--- src/rtl/demux32_1_4_pkg.sv ---
// demux32_1_4 shared definitions: channel count, select
// encodings, default geometry and the select decoder.
package demux32_1_4_pkg;

   localparam int NUM_CH    = 4;
   localparam int DEF_WIDTH = 32;
   localparam int DEF_DEPTH = 2;

   typedef enum logic [1:0] {
      CH_A = 2'b00,
      CH_B = 2'b01,
      CH_C = 2'b10,
      CH_D = 2'b11
   } ch_sel_e;

   // Binary channel select to one-hot channel enable.
   function automatic logic [NUM_CH-1:0] ch_decode(
      input logic [1:0] sel
   );
      logic [NUM_CH-1:0] oh;
      oh = '0;
      unique case (ch_sel_e'(sel))
         CH_A:    oh = 4'b0001;
         CH_B:    oh = 4'b0010;
         CH_C:    oh = 4'b0100;
         CH_D:    oh = 4'b1000;
         default: oh = '0;
      endcase
      return oh;
   endfunction

endpackage

--- src/rtl/demux32_1_4_chan_fifo.sv ---
// chan_fifo: one synchronous per-channel FIFO.
// Ports: clk, rst_n (sync, active-low), push/wr_data in,
//        pop in, head/full/empty/level out.
module chan_fifo
   import demux32_1_4_pkg::*;
#(
   parameter int WIDTH = DEF_WIDTH,
   parameter int DEPTH = DEF_DEPTH,
   parameter int LW    = $clog2(DEPTH + 1)
) (
   input  logic             clk,
   input  logic             rst_n,
   input  logic             push,
   input  logic [WIDTH-1:0] wr_data,
   input  logic             pop,
   output logic [WIDTH-1:0] head,
   output logic             full,
   output logic             empty,
   output logic [LW-1:0]    level
);

   localparam int PW = (DEPTH > 1) ? $clog2(DEPTH) : 1;

   logic [WIDTH-1:0] mem [DEPTH];
   logic [PW-1:0]    wr_ptr;
   logic [PW-1:0]    rd_ptr;
   logic [LW-1:0]    cnt;
   logic [WIDTH-1:0] last;
   logic             do_push;
   logic             do_pop;

   assign empty   = (cnt == '0);
   assign full    = (cnt == LW'(DEPTH));
   assign do_push = push & ~full;
   assign do_pop  = pop & ~empty;
   assign level   = cnt;

   // An empty channel keeps showing the word it last
   // delivered, so the data port never shows stale RAM.
   assign head = empty ? last : mem[rd_ptr];

   always_ff @(posedge clk) begin
      if (rst_n && do_push) begin
         mem[wr_ptr] <= wr_data;
      end
   end

   always_ff @(posedge clk) begin
      if (!rst_n) begin
         wr_ptr <= '0;
         rd_ptr <= '0;
         cnt    <= '0;
         last   <= '0;
      end else begin
         if (do_push) begin
            wr_ptr <= wr_ptr + PW'(1);
         end
         if (do_pop) begin
            last   <= mem[rd_ptr];
            rd_ptr <= rd_ptr + PW'(1);
         end
         unique case ({do_push, do_pop})
            2'b10:   cnt <= cnt + LW'(1);
            2'b01:   cnt <= cnt - LW'(1);
            default: cnt <= cnt;
         endcase
      end
   end

endmodule

--- src/rtl/demux32_1_4.sv ---
// demux32_1_4: buffered 1-to-4 word distributor.
// Ports: clk, rst_n (sync, active-low); producer side
//        in_valid/in_ready/select/in_data; consumer side
//        out_valid[3:0]/out_ready[3:0], heads A..D and
//        occupancies level_A..level_D.
module demux32_1_4
   import demux32_1_4_pkg::*;
#(
   parameter int WIDTH = DEF_WIDTH,
   parameter int DEPTH = DEF_DEPTH,
   parameter int LW    = $clog2(DEPTH + 1)
) (
   input  logic              clk,
   input  logic              rst_n,
   input  logic              in_valid,
   output logic              in_ready,
   input  logic [1:0]        select,
   input  logic [WIDTH-1:0]  in_data,
   output logic [NUM_CH-1:0] out_valid,
   input  logic [NUM_CH-1:0] out_ready,
   output logic [WIDTH-1:0]  A,
   output logic [WIDTH-1:0]  B,
   output logic [WIDTH-1:0]  C,
   output logic [WIDTH-1:0]  D,
   output logic [LW-1:0]     level_A,
   output logic [LW-1:0]     level_B,
   output logic [LW-1:0]     level_C,
   output logic [LW-1:0]     level_D
);

   logic [NUM_CH-1:0] full;
   logic [NUM_CH-1:0] empty;
   logic [NUM_CH-1:0] push_en;
   logic [WIDTH-1:0]  head [NUM_CH];
   logic [LW-1:0]     lvl  [NUM_CH];

   // Ready depends only on the addressed channel's state,
   // never on any consumer's out_ready.
   assign in_ready = ~full[select];

   assign push_en = (in_valid && in_ready)
                  ? ch_decode(select)
                  : '0;

   for (genvar i = 0; i < NUM_CH; i++) begin : g_ch
      chan_fifo #(
         .WIDTH (WIDTH),
         .DEPTH (DEPTH),
         .LW    (LW)
      ) u_fifo (
         .clk     (clk),
         .rst_n   (rst_n),
         .push    (push_en[i]),
         .wr_data (in_data),
         .pop     (out_ready[i]),
         .head    (head[i]),
         .full    (full[i]),
         .empty   (empty[i]),
         .level   (lvl[i])
      );
   end

   assign out_valid = ~empty;

   assign A = head[0];
   assign B = head[1];
   assign C = head[2];
   assign D = head[3];

   assign level_A = lvl[0];
   assign level_B = lvl[1];
   assign level_C = lvl[2];
   assign level_D = lvl[3];

endmodule

--- config.mk ---
export PLATFORM = sky130hd
export DESIGN_NAME = demux32_1_4
export DESIGN_NICKNAME = d
export VERILOG_FILES = /design/src/rtl/demux32_1_4_pkg.sv /design/src/rtl/demux32_1_4_chan_fifo.sv /design/src/rtl/demux32_1_4.sv
export SDC_FILE = /design/constraint.sdc
export NUM_CORES = 1
export LEC_CHECK = 0
export BUFFER_PORTS_ARGS = -buffer_cell sky130_fd_sc_hd__buf_4
export CAP_MARGIN = 0
export CELL_PAD_IN_SITES_DETAIL_PLACEMENT = 1
export CELL_PAD_IN_SITES_GLOBAL_PLACEMENT = 2
export CORE_MARGIN = 5
export CORE_UTILIZATION = 30
export CTS_CLUSTER_SIZE = 30
export DETAILED_ROUTE_END_ITERATION = 7
export MAX_ROUTING_LAYER = met4
export PLACE_DENSITY = 0.73
export SYNTH_ARGS = -nofsm -noshare
export SYNTH_HDL_FRONTEND = slang
export SYNTH_HIERARCHICAL = 1
export SYNTH_SLANG_ARGS = --single-unit
--- constraint.sdc ---
create_clock -name clk -period 4.6 [get_ports clk]
set_input_delay 0.92 -clock clk [delete_from_list [all_inputs] [get_ports clk]]
set_output_delay 0.92 -clock clk [all_outputs]
set_load 0.005 [all_outputs]
# Word-level counts from Yosys, hierarchy flattened
# Memory sizes are Yosys's and may differ from the RTL's. A register that Yosys moved wholly into a read port is not among the register bits.
# Cells that the tools add are included.
dict set report word_totals {
  regBits 144
  latchBits 0
  ram_bits 256
  rom_bits 0
  in_bits 41
  output_inout_bits 141
  wordCells 112
  mem_count 4
}
# memory depth word_bits read_ports rd_ports_with_merged_regs write_ports line_no
set mem_list {}
lappend mem_list {{g_ch[0].u_fifo.mem} 2 32 1 1 1 demux32_1_4_chan_fifo.sv:24} ;# logic [WIDTH-1:0] mem [DEPTH];
lappend mem_list {{g_ch[1].u_fifo.mem} 2 32 1 1 1 demux32_1_4_chan_fifo.sv:24}
lappend mem_list {{g_ch[2].u_fifo.mem} 2 32 1 1 1 demux32_1_4_chan_fifo.sv:24}
lappend mem_list {{g_ch[3].u_fifo.mem} 2 32 1 1 1 demux32_1_4_chan_fifo.sv:24}
dict set report op_classes {
  add_sub_neg 16
  mul 0
  n_div 0
  n_lt_le_gt_ge 1
  eq_ne 15
  shift 0
  n_mux 28
  n_bitwise 18
  reduce_logical 14
}
# cell n
set op_table {}
lappend op_table {{$mux 32} 4}
lappend op_table {{$eq 2x2->1 const B} 10}
lappend op_table {{$mux 1} 17}
lappend op_table {{$pmux 2 s2} 4}
lappend op_table {{$pmux 4 s4} 1}
lappend op_table {{$eq 2x1->1 const B} 5}
lappend op_table {{$logic_not 2->1} 5}
lappend op_table {{$not 1->1} 9}
lappend op_table {{$add 1x1->1 const B} 8}
lappend op_table {{$add 2x1->2 const B} 4}
lappend op_table {{$and 1x1->1} 8}
lappend op_table {{$reduce_bool 2->1} 4}
lappend op_table {{$sub 2x1->2 const B} 4}
lappend op_table {{$logic_and 1x1->1} 5}
lappend op_table {{$mux 4} 1}
lappend op_table {{$not 4->4} 1}
lappend op_table {{$lt 2x3->1 const B} 1}
lappend op_table {{$bmux 1 s2} 1}

# Longest topological paths before layout
# Gate-level depths: netlist (run 1).
dict set report logic_depth {
  ltp_word 10
  depth_mapped 7
  depth_no_buf 7
}

# By module
# Netlist (run 1), hierarchy kept.
# mod n_inst cells_each area_each_um2 seq_area_each_um2
set modules_own_cells {}
lappend modules_own_cells {{chan_fifo (g_ch[2].u_fifo ...)} 2 306 3947.5 2662.6}
lappend modules_own_cells {{chan_fifo (g_ch[0].u_fifo)} 1 306 3983.8 2662.6}
lappend modules_own_cells {{chan_fifo (g_ch[1].u_fifo)} 1 306 3958.8 2662.6}
lappend modules_own_cells {demux32_1_4 1 11 76.3 0.0}

# Least setup slack after synthesis (run 1)
# No wires, ideal clock.
dict set report synth_timing {
  kind {input -> register}
  startpoint {in select[1]}
  endpoint {mem g_ch[0].u_fifo/mem[0][0] (netlist bit) (enable)}
  setup_ns 0.461
  arrival_ns 3.625
  required_time_ns 4.139
  path_slack_ns 0.514
  path_stages 3
  path_buffers 0
  cell_sequence {nor4b_1 > nand2b_1 > nor3_1}
}
dict set report synth_between {
  elab_chain_len 9
  word_cells_on_any_way 14
  classes_between {3 x eq/ne; 6 x mux; 2 x bitwise; 3 x reduce/logical}
}
# element line_no
set synth_rtl {}
lappend synth_rtl {{from (decl)} demux32_1_4.sv:17} ;# input logic [1:0] select,
lappend synth_rtl {{$bmux 1 s2} demux32_1_4.sv:39} ;# assign in_ready = ~full[select];
lappend synth_rtl {{$mux 1 (implied by the code)} demux32_1_4.sv:39}
lappend synth_rtl {{$not 1->1} demux32_1_4.sv:39}
lappend synth_rtl {{$logic_and 1x1->1} demux32_1_4.sv:41} ;# assign push_en = (in_valid && in_ready)
lappend synth_rtl {{$mux 4 *} demux32_1_4.sv:42} ;# ? ch_decode(select)
lappend synth_rtl {{$and 1x1->1 *} demux32_1_4_chan_fifo.sv:34} ;# assign do_push = push & ~full;
lappend synth_rtl {{$logic_and 1x1->1 *} demux32_1_4_chan_fifo.sv:43} ;# if (rst_n && do_push) begin
lappend synth_rtl {{$mux 1 *} demux32_1_4_chan_fifo.sv:43}
lappend synth_rtl {{$mux 1 (implied by the code) *} demux32_1_4_chan_fifo.sv:44} ;# mem[wr_ptr] <= wr_data;
lappend synth_rtl {{to (decl)} demux32_1_4_chan_fifo.sv:24}
# Mark *: on every way between the ends. The rest lies on a longest branch, timed or not. The select of a mux whose other input is x is not followed.

# Worst setup path in the final report (run 1)
dict set report layout_timing {
  startpoint {reg g_ch[0].u_fifo.cnt[0]}
  endpoint {out A[29]}
}
dict set report layout_between {
  elab_chain_len 2
}
# element line_no
set layout_rtl {}
lappend layout_rtl {{from (decl)} demux32_1_4_chan_fifo.sv:27} ;# logic [LW-1:0] cnt;
lappend layout_rtl {{from (signal assigned)} demux32_1_4_chan_fifo.sv:63} ;# 2'b10: cnt <= cnt + LW'(1);
lappend layout_rtl {{from (signal assigned)} demux32_1_4_chan_fifo.sv:64} ;# 2'b01: cnt <= cnt - LW'(1);
lappend layout_rtl {{from (signal assigned)} demux32_1_4_chan_fifo.sv:65} ;# default: cnt <= cnt;
lappend layout_rtl {{$logic_not 2->1} demux32_1_4_chan_fifo.sv:32} ;# assign empty = (cnt == '0);
lappend layout_rtl {{$mux 32} demux32_1_4_chan_fifo.sv:40} ;# assign head = empty ? last : mem[rd_ptr];
lappend layout_rtl {{to (decl)} demux32_1_4.sv:21} ;# output logic [WIDTH-1:0] A,
# Every way passes these cells.

==> qor.yml, run 1 <==
outcome:
  outcome: "finished clean"
critical_path:
  r2r-end: "g_ch[0].u_fifo/level[1]$_SDFFE_PN0P_"
  cp_slowest_cell: "dfxtp_1"
  criticalPathCategory: "register to output port"
  r2r_slack_ns: 1.89
  cpPeakStageDelay_ns: 0.51
  worst_path_most_repeated_cell: "buf_4"
  crit_chain: "or2_2, buf_4, nor2_1, a21oi_1, buf_4"
  cp.required_ns: 3.68
  path_buf_inv: 2
  startpoint_type: "register"
  cp_max_fo: 41
  r2r_start: "g_ch[0].u_fifo/level[0]$_SDFFE_PN0P_"
  path_depth: 5
  cp-startpoint: "g_ch[0].u_fifo/level[0]$_SDFFE_PN0P_"
  cp-end-kind: "output port"
  ff2ff_path_depth: 6
  arrival_ns: 2.57
  critPathCapture: "A[29]"
  cpLargestDelayFamily: "buffers and inverters"
floorplanning:
  io_pins: 182
  core_sq_um: 52600
  dieArea_sq_um: 57800
  initial_utilization_pct: 30.3
  rows: 84
  die-height_microns: 240
  die_w_microns: 240
power:
  finalPower_mw: 11.4
  peakVddDrop_v: 0.000253
  power_density_nw_per_um2: 585
  p_leak_nw: 6.56
timing:
  finalMaxSlewViolations: 0
  min_period_ns: 3.49
  tightest_slew_ns: 1.23
  fmax_mhz: 286
  fin_worst_skew_ns: 0.00744
  setup-tns-final_ns: 0
  setup_viol: 0
  rsz0062_at_grt: "no"
  hold_viol: 0
  maxSlewHeadroom_pct: 18.2
  fin_ws_ns: 1.11
  period_share_pct: 76.0
layout:
  multiInputGateArea_sq_um: 4690
  fill_cells: 5583
  design_area_sq_um: 19400
  final_nets: 1444
  postLayoutCoreUtil_pct: 36.9
  drive_gt1_share_pct: 24.8
  seq_area_sq_um: 10700
  area_growth_pct: 21.9
synth:
  synth_nets: 1280
  synth_area_sq_um: 15900
  synth_warnings: 6
  syn_inst: 1235
  synth_cell_types: 30
  synth-seq-area-share_pct: 66.9
  avgSynthCellArea_sq_um: 12.9
  yosys_register_bits: 404
hold_path:
  min_from: "g_ch[1].u_fifo/last[29]$_SDFFE_PN0P_"
  min_path_type: "register to register"
clock_tree:
  cts-htree-levels: 2
  insertion_delay_ns: 0.55
  cts_buffers: 45
  path_clk_slew_ns: 0.06
  cts.path.max_buffers: 3
  hold_buffers: 0
  cts-root-buf: "clkbuf_16"
  postCtsSetupRepairBufs: 0
  clkSinkCount: 404
  cts_tree: "yes"
  cts_resized: 0
drt:
  drt_iter0_drc: 567
  wl_microns: 46600
  drcViolationCount: 0
  antenna_left: 0
  vias_per_cell: 4.83
  firstDrtPassIters: 5
  routedWlPerCell_microns: 21.9
  vias: 10259
job:
  max_cap_viol_count: 0
placed_design:
  place_area_sq_um: 17800
  routabilityCongestion: 0.747
  portBuffers: 181
  dp_hpwl_microns: 29200
  dp_slack_ns: 1.63
grt:
  grt_start_max_net_pins: 66
  overflow: 0
  grt_pass1_wl_microns: 67400
  antenna_found_initial: 6
  first_global_vias: 10633
  grtUsageTotal_pct: 16.1
[routing by layer]
metal	routed length, microns	vias to the layer above	global-route usage [%]
li1	-	4816	-
met1	21100	5168	21.4
met2	22500	209	26.2
met3	1950	66	2.28
met4	980	0	4.32
met5	0	-	-
[synth_stat cells]
library cell / n / area, sq um
xor2_1: 4 / 35.0
nor3_1: 9 / 45.0
or3_1: 8 / 50.1
clkbuf_1: 12 / 45.0
buf_2: 42 / 210
buf_4: 18 / 135
xnor2_1: 8 / 70.1
nor2_2: 10 / 62.6
o21a_1: 2 / 15.0
o21a_2: 2 / 17.5
nand2b_1: 4 / 25.0
a211oi_1: 80 / 601
a211oi_2: 48 / 601
buf_6: 12 / 135
inv_1: 21 / 78.8
o21ai_0: 8 / 40.0
dfxtp_1: 148 / 2960
ha_1: 4 / 50.1
nor3b_1: 1 / 7.51
mux4_2: 1 / 22.5
nand2_1: 1 / 3.75
nor2_1: 258 / 968
edfxtp_1: 256 / 7690
nor2b_1: 4 / 25.0
or2_1: 4 / 25.0
nor4bb_1: 1 / 10.0
a21oi_1: 136 / 681
buf_1: 4 / 15.0
mux2i_1: 128 / 1280
nor4b_1: 1 / 8.76
[worst min-delay path by stage]
stage,to,slack (ns),depth (start not counted)
6_report,g_ch[1].u_fifo/last[29]$_SDFFE_PN0P_,0.50,2
5_1_grt,g_ch[1].u_fifo/last[1]$_SDFFE_PN0P_,0.52,2
3_5_place_dp,g_ch[1].u_fifo/last[21]$_SDFFE_PN0P_,0.49,2
4_1_cts,g_ch[1].u_fifo/last[21]$_SDFFE_PN0P_,0.50,2
3_3_place_gp,g_ch[3].u_fifo/last[28]$_SDFFE_PN0P_,0.48,2
2_1_floorplan,g_ch[0].u_fifo/wr_ptr$_SDFFE_PN0P_,0.47,2
[cells by family after synthesis]
family | count (synthesis) | synth area share [%]
flops | 404 | 66.9
simple gates | 301 | 7.74
compound gates | 276 | 12.3
mux | 129 | 8.19
buf+inv | 109 | 3.89
xor+xnor | 12 | 0.660
fa+ha+maj | 4 | 0.315
[metrics by stage]
stage	hold slack (ns)	std cells
3_3_place_gp	0.485	2040
6_report	0.500	2125
2_1_floorplan	0.472	1235
4_1_cts	0.503	2121
3_5_place_dp	0.494	2040
5_1_grt	0.516	2121
[placed cells by master (no fill, tap or decap), types with 3 or more instances in the layout]
cell type and instances:
clkbuf_16 45, dfxtp_1 144, nor2b_1 4, nor2_1 258
xnor2_1 8, o21a_2 4, dfxtp_2 4, edfxtp_1 256
mux2i_1 128, diode_2 4, clkbuf_8 6, a211oi_1 80
xor2_1 4, nor2_2 10, clkinv_4 3, clkbuf_1 9
ha_1 4, or2_2 4, or3_1 8, nand2b_1 4
nor3_2 8, clkinv_2 5, bufinv_16 8, o21ai_0 8
clkinvlp_4 4, buf_4 205, a21oi_1 136, a211oi_2 48
inv_1 21
[worst min-delay path, delay by kind of cell, from the launching register on]
family           cells  cell delay [ns]
AO/OA/AOI/OAI        1             0.05
flip-flops           1             0.31
AND/OR/NAND/NOR      1             0.09
[flip-flops by register name, summed over array words and instances (netlist names), named ones only]
name                cells
g_ch.u_fifo/level       8
g_ch.u_fifo/mem       256
g_ch.u_fifo/last      128
g_ch.u_fifo/wr_ptr      4
g_ch.u_fifo/rd_ptr      4
[report_power, final]
group,internal [mW],switching [mW],total (mW),leakage (nW)
combinational,1.44,1.69,3.13,2.29
clock,2.35,1.46,3.81,0.755
sequential,4.14,0.278,4.42,3.52
[final cells by class]
type	instances	share of cell area, %
tap	688	4.44
sequential	404	54.9
clock buffer	60	6.40
multi-input combinational	722	24.2
timing repair buffer	205	7.93
inverter	21	0.406
antenna	4	0.0516
clock inverter	21	1.68
Power figures use the tool's default switching activity.
==> run 2: changes to the inputs <==
--- a/config.mk
+++ b/config.mk
@@ -14,7 +14,7 @@
 export CTS_CLUSTER_SIZE = 30
 export DETAILED_ROUTE_END_ITERATION = 7
 export MAX_ROUTING_LAYER = met4
-export PLACE_DENSITY = 0.73
+export PLACE_DENSITY = 0.76
 export SYNTH_ARGS = -nofsm -noshare
 export SYNTH_HDL_FRONTEND = slang
 export SYNTH_HIERARCHICAL = 1
==> constraint.sdc (replaced) <==
create_clock -name clk -period 3.08 [get_ports clk]
set_input_delay 0.616 -clock clk [delete_from_list [all_inputs] [get_ports clk]]
set_output_delay 0.616 -clock clk [all_outputs]
set_load 0.005 [all_outputs]
==> run 2 against run 1 <==
Effect of this change: total power up 44%; die area stayed put; critical path depth is the same; critical endpoint is now D[16].
==> qor.yml, run 2 (synthesis results as in run 1) <==
outcome:
  outcome: "finished clean"
timing:
  rsz0062_at_grt: "no"
  hold_viol: 0
  tightest_slew_ns: 0.830
  setup_viol: 0
  setup-tns-final_ns: 0
  fin_worst_skew_ns: 0.0109
  period_share_pct: 94.0
  finalMaxSlewViolations: 0
  fmax_mhz: 345
  hold_ws_ns: 0.379
  fin_ws_ns: 0.185
  min_period_ns: 2.90
  maxSlewHeadroom_pct: 44.7
clock_tree:
  cts_tree: "yes"
  cts-htree-levels: 2
  postCtsSetupRepairBufs: 0
  cts-root-buf: "clkbuf_16"
  insertion_delay_ns: 0.56
  path_clk_slew_ns: 0.06
  clkSinkCount: 404
  cts.path.max_buffers: 3
  cts_buffers: 44
critical_path:
  arrival_ns: 2.28
  cp-end-kind: "output port"
  startpoint_type: "register"
  criticalPathCategory: "register to output port"
  cp_max_fo: 25
  cp.required_ns: 2.46
placed_design:
  place_area_sq_um: 18000
  dp_slack_ns: 0.479
  dpl.cell_count: 2053
  dp_hpwl_microns: 29900
  routabilityCongestion: 0.722
  portBuffers: 181
power:
  switching_share_pct: 31.0
  peakVddDrop_v: 0.000516
  intPower_mw: 11.3
  pwr-share-comb_pct: 29.5
  power_switching_mw: 5.08
  p_seq_share_pct: 39.7
  clkPwrFrac_pct: 30.8
  power_density_nw_per_um2: 846
  p_leak_nw: 6.58
layout:
  largest-register: "g_ch.u_fifo/mem"
  final_nets: 1456
  fill_cells: 5596
  largest_register_ffs: 256
  stdcell_count: 2139
  multiInputGateArea_sq_um: 4730
  layout_commonest_cell: "nor2_1"
  area_growth_pct: 21.7
  drive_gt1_share_pct: 25.0
  design_area_sq_um: 19400
  final_cell_mix: "258 x nor2_1, 256 x edfxtp_1, 217 x buf_4"
  seq_area_sq_um: 10700
drt:
  vias: 10263
  route.met2.wl_microns: 22300
  drt_iter0_drc: 521
  wl_microns: 45800
  drcViolationCount: 0
  firstDrtPassIters: 5
  vias_per_cell: 4.80
  dr.max_layer_used: "met4"
  route.met3.wl_microns: 1740
  drt-met1-wl_microns: 20800
  antenna_left: 0
  routedWlPerCell_microns: 21.4
grt:
  overflow: 0
  antenna_found_initial: 5
  first_global_vias: 10640
  grtUsageTotal_pct: 16.0
  grt_pass1_wl_microns: 67200
  grt_start_max_net_pins: 66
job:
  max_cap_viol_count: 0
floorplanning:
  die_w_microns: 240
  rows: 84
  io_pins: 182
  dieArea_sq_um: 57800
  die-height_microns: 240
  core_sq_um: 52600
  initial_utilization_pct: 30.3
hold_path:
  min_path_type: "input port to register"
-- run 2: power by group through the flow --
stage | combinational (mW) | clock (mW) | sequential, mW
3_3_place_gp | 4.82 | 0 | 6.58
5_1_grt | 5.35 | 5.44 | 6.55
2_1_floorplan | 2.73 | 0 | 6.48
3_5_place_dp | 4.93 | 0 | 6.61
6_report | 4.83 | 5.05 | 6.50
4_1_cts | 4.95 | 5.20 | 6.50
-- run 2: cell type report --
class                      count  area share, %
clock buffer                  61           6.44
inverter                      21          0.407
antenna                        5         0.0646
multi-input combinational    722           24.4
tap                          688           4.45
timing repair buffer         218           8.52
clock inverter                20          0.672
sequential                   404           55.0
-- run 2: repair_timing --
item / CTS / global route
hold buffers: 0 / 0
endpoints found under the hold margin: 0 / 0
endpoints found under the setup margin: 0 / 4
resized for setup: 0 / 1
-- run 2: critical path, cell delays in order (launching register included) --
cell	delay, ns
dfxtp_1	0.45
or2_2	0.45
buf_4	0.36
nor2_1	0.06
a21oi_1	0.23
buf_4	0.16
-- run 2: final timing paths --
path                                                            from                                   end  slack, ns  cells past startpoint
worst min register to register   g_ch[2].u_fifo/last[4]$_SDFFE_PN0P_   g_ch[2].u_fifo/last[4]$_SDFFE_PN0P_       0.50                      2
worst min-delay path                                     in_data[13]   g_ch[1].u_fifo/mem[1][13]$_DFFE_PP_       0.38                      1
worst max-delay path            g_ch[3].u_fifo/level[0]$_SDFFE_PN0P_                                 D[16]       0.18                      5
worst max register to register  g_ch[1].u_fifo/level[0]$_SDFFE_PN0P_  g_ch[1].u_fifo/level[1]$_SDFFE_PN0P_       0.58                      6
-- run 2: per-stage QoR --
step,util [%],power [mW]
2_1_floorplan,-,9.20
3_3_place_gp,34.2,11.4
3_5_place_dp,34.2,11.5
4_1_cts,36.8,16.7
5_1_grt,36.8,17.3
6_report,36.8,16.4
-- run 2: layer usage --
layer	up-vias	GRT usage (%)
met5	-	-
met4	0	4.26
met3	57	2.41
met2	201	26.3
met1	5159	20.9
li1	4846	-
==> run 3: changes to the inputs <==
--- a/config.mk
+++ b/config.mk
@@ -11,6 +11,7 @@
 export CELL_PAD_IN_SITES_GLOBAL_PLACEMENT = 2
 export CORE_MARGIN = 5
 export CORE_UTILIZATION = 30
+export CTS_BUF_LIST = sky130_fd_sc_hd__clkbuf_16
 export CTS_CLUSTER_SIZE = 30
 export DETAILED_ROUTE_END_ITERATION = 7
 export MAX_ROUTING_LAYER = met4
==> run 3 against run 2 <==
Effect of this change: clock power decreased by 4%; via count decreased by 0.50%; sequential share of layout area increased by 0.19 points; clock skew increased by 0.00083 ns; sequential power about the same; worst setup slack got worse by 0.0017 ns; non-clock buffer count unchanged; utilization decreased by 0.12 points; largest power group unchanged; maximum frequency about the same; wire length decreased by 0.14%; sequential cell count unchanged; count of clock-buffer cells in the layout decreased by 16.
==> qor.yml, run 3 (synthesis results as in run 1) <==
outcome:
  outcome: "finished clean"
power:
  power_switching_mw: 5.07
  peakVddDrop_v: 0.000516
  p_seq_share_pct: 40.2
  pwr-share-comb_pct: 29.8
  intPower_mw: 11.1
  clkPwrFrac_pct: 30.0
  switching_share_pct: 31.3
  p_leak_nw: 6.59
  power_density_nw_per_um2: 838
timing:
  fin_worst_skew_ns: 0.0118
  maxSlewHeadroom_pct: 44.9
  fmax_mhz: 345
  finalMaxSlewViolations: 0
  setup_viol: 0
  period_share_pct: 94.1
  setup-tns-final_ns: 0
  hold_ws_ns: 0.386
  rsz0062_at_grt: "no"
  min_period_ns: 2.90
  hold_viol: 0
  tightest_slew_ns: 0.827
hold_path:
  min_path_type: "input port to register"
floorplanning:
  die-height_microns: 240
  core_sq_um: 52600
  die_w_microns: 240
  rows: 84
  initial_utilization_pct: 30.3
  io_pins: 182
  dieArea_sq_um: 57800
grt:
  overflow: 0
  grt_pass1_wl_microns: 67100
  grt_start_max_net_pins: 66
  first_global_vias: 10640
  antenna_found_initial: 5
  grtUsageTotal_pct: 16.0
layout:
  area_growth_pct: 21.2
  largest-register: "g_ch.u_fifo/mem"
  postLayoutCoreUtil_pct: 36.7
  drive_gt1_share_pct: 24.6
  multiInputGateArea_sq_um: 4730
  layout_commonest_cell: "nor2_1"
  fill_cells: 5598
  seq_area_sq_um: 10700
  final_cell_mix: "258 x nor2_1, 256 x edfxtp_1, 217 x buf_4"
  stdcell_count: 2137
  final_nets: 1456
  largest_register_ffs: 256
drt:
  wl_microns: 45700
  drt_iter0_drc: 490
  antenna_left: 0
  vias: 10212
  routedWlPerCell_microns: 21.4
  drcViolationCount: 0
  vias_per_cell: 4.78
  firstDrtPassIters: 5
placed_design:
  dpl.cell_count: 2053
  routabilityCongestion: 0.722
  portBuffers: 181
  dp_hpwl_microns: 29900
clock_tree:
  cts.path.max_buffers: 3
  cts-htree-levels: 2
  cts_buffers: 44
  hold_buffers: 0
  path_clk_slew_ns: 0.06
  insertion_delay_ns: 0.56
  postCtsSetupRepairBufs: 0
  cts-root-buf: "clkbuf_16"
  cts_tree: "yes"
  clkSinkCount: 404
job:
  max_cap_viol_count: 0
critical_path:
  cp-end-kind: "output port"
  criticalPathCategory: "register to output port"
  cp.required_ns: 2.46
  arrival_ns: 2.28
  startpoint_type: "register"
  cp_max_fo: 25
-- run 3: path summary, 6_finish.rpt --
path | from | to | slack, ns | cells after the start
setup / recovery | g_ch[3].u_fifo/level[0]$_SDFFE_PN0P_ | D[16] | 0.18 | 5
setup reg to reg | g_ch[0].u_fifo/level[0]$_SDFFE_PN0P_ | g_ch[0].u_fifo/level[1]$_SDFFE_PN0P_ | 0.64 | 6
hold reg to reg | g_ch[2].u_fifo/last[4]$_SDFFE_PN0P_ | g_ch[2].u_fifo/last[4]$_SDFFE_PN0P_ | 0.50 | 2
hold / removal | in_data[13] | g_ch[1].u_fifo/mem[1][13]$_DFFE_PP_ | 0.39 | 1
-- run 3: repair_timing --
action                                  in CTS  in global routing
resized for setup                            0                  1
hold endpoints to repair                     0                  0
endpoints found under the setup margin       0                  4
-- run 3: power by group through the flow --
stage          registers [mW]  clock network (mW)  logic (mW)
3_5_place_dp             6.61                   0        4.93
6_report                 6.50                4.85        4.83
4_1_cts                  6.50                5.01        4.95
3_3_place_gp             6.58                   0        4.82
5_1_grt                  6.55                5.25        5.35
2_1_floorplan            6.48                   0        2.73
-- run 3: area by class of cell --
cell class | count | share of cell area (%)
well taps | 688 | 4.46
diodes | 3 | 0.0389
inverters | 21 | 0.409
clock inverters | 36 | 0.986
multi-input cells | 722 | 24.5
repair buffers | 218 | 8.55
clock buffers | 45 | 5.84
flip-flops and latches | 404 | 55.2
-- run 3: layer usage --
| metal | up-vias | GRT usage (%) | wire (microns) |
|---|---|---|---|
| met3 | 57 | 2.41 | 1740 |
| met4 | 0 | 4.28 | 952 |
| li1 | 4846 | - | - |
| met2 | 202 | 26.2 | 22300 |
| met1 | 5107 | 21.0 | 20800 |
| met5 | - | - | 0 |
-- run 3: critical path, stage by stage (launching register included) --
cell and delay [ns]:
dfxtp_1 0.45, or2_2 0.45, buf_4 0.36, nor2_1 0.07, a21oi_1 0.23, buf_4 0.16
-- run 3: per-stage QoR --
step                power, mW  cell area (sq um)  setup slack, ns
floorplan                9.20              15900           -0.702
global placement         11.4              18000            0.428
detailed placement       11.5              18000            0.479
CTS                      16.5              19300            0.108
global route             17.1              19300           0.0119
finish                   16.2              19300            0.183
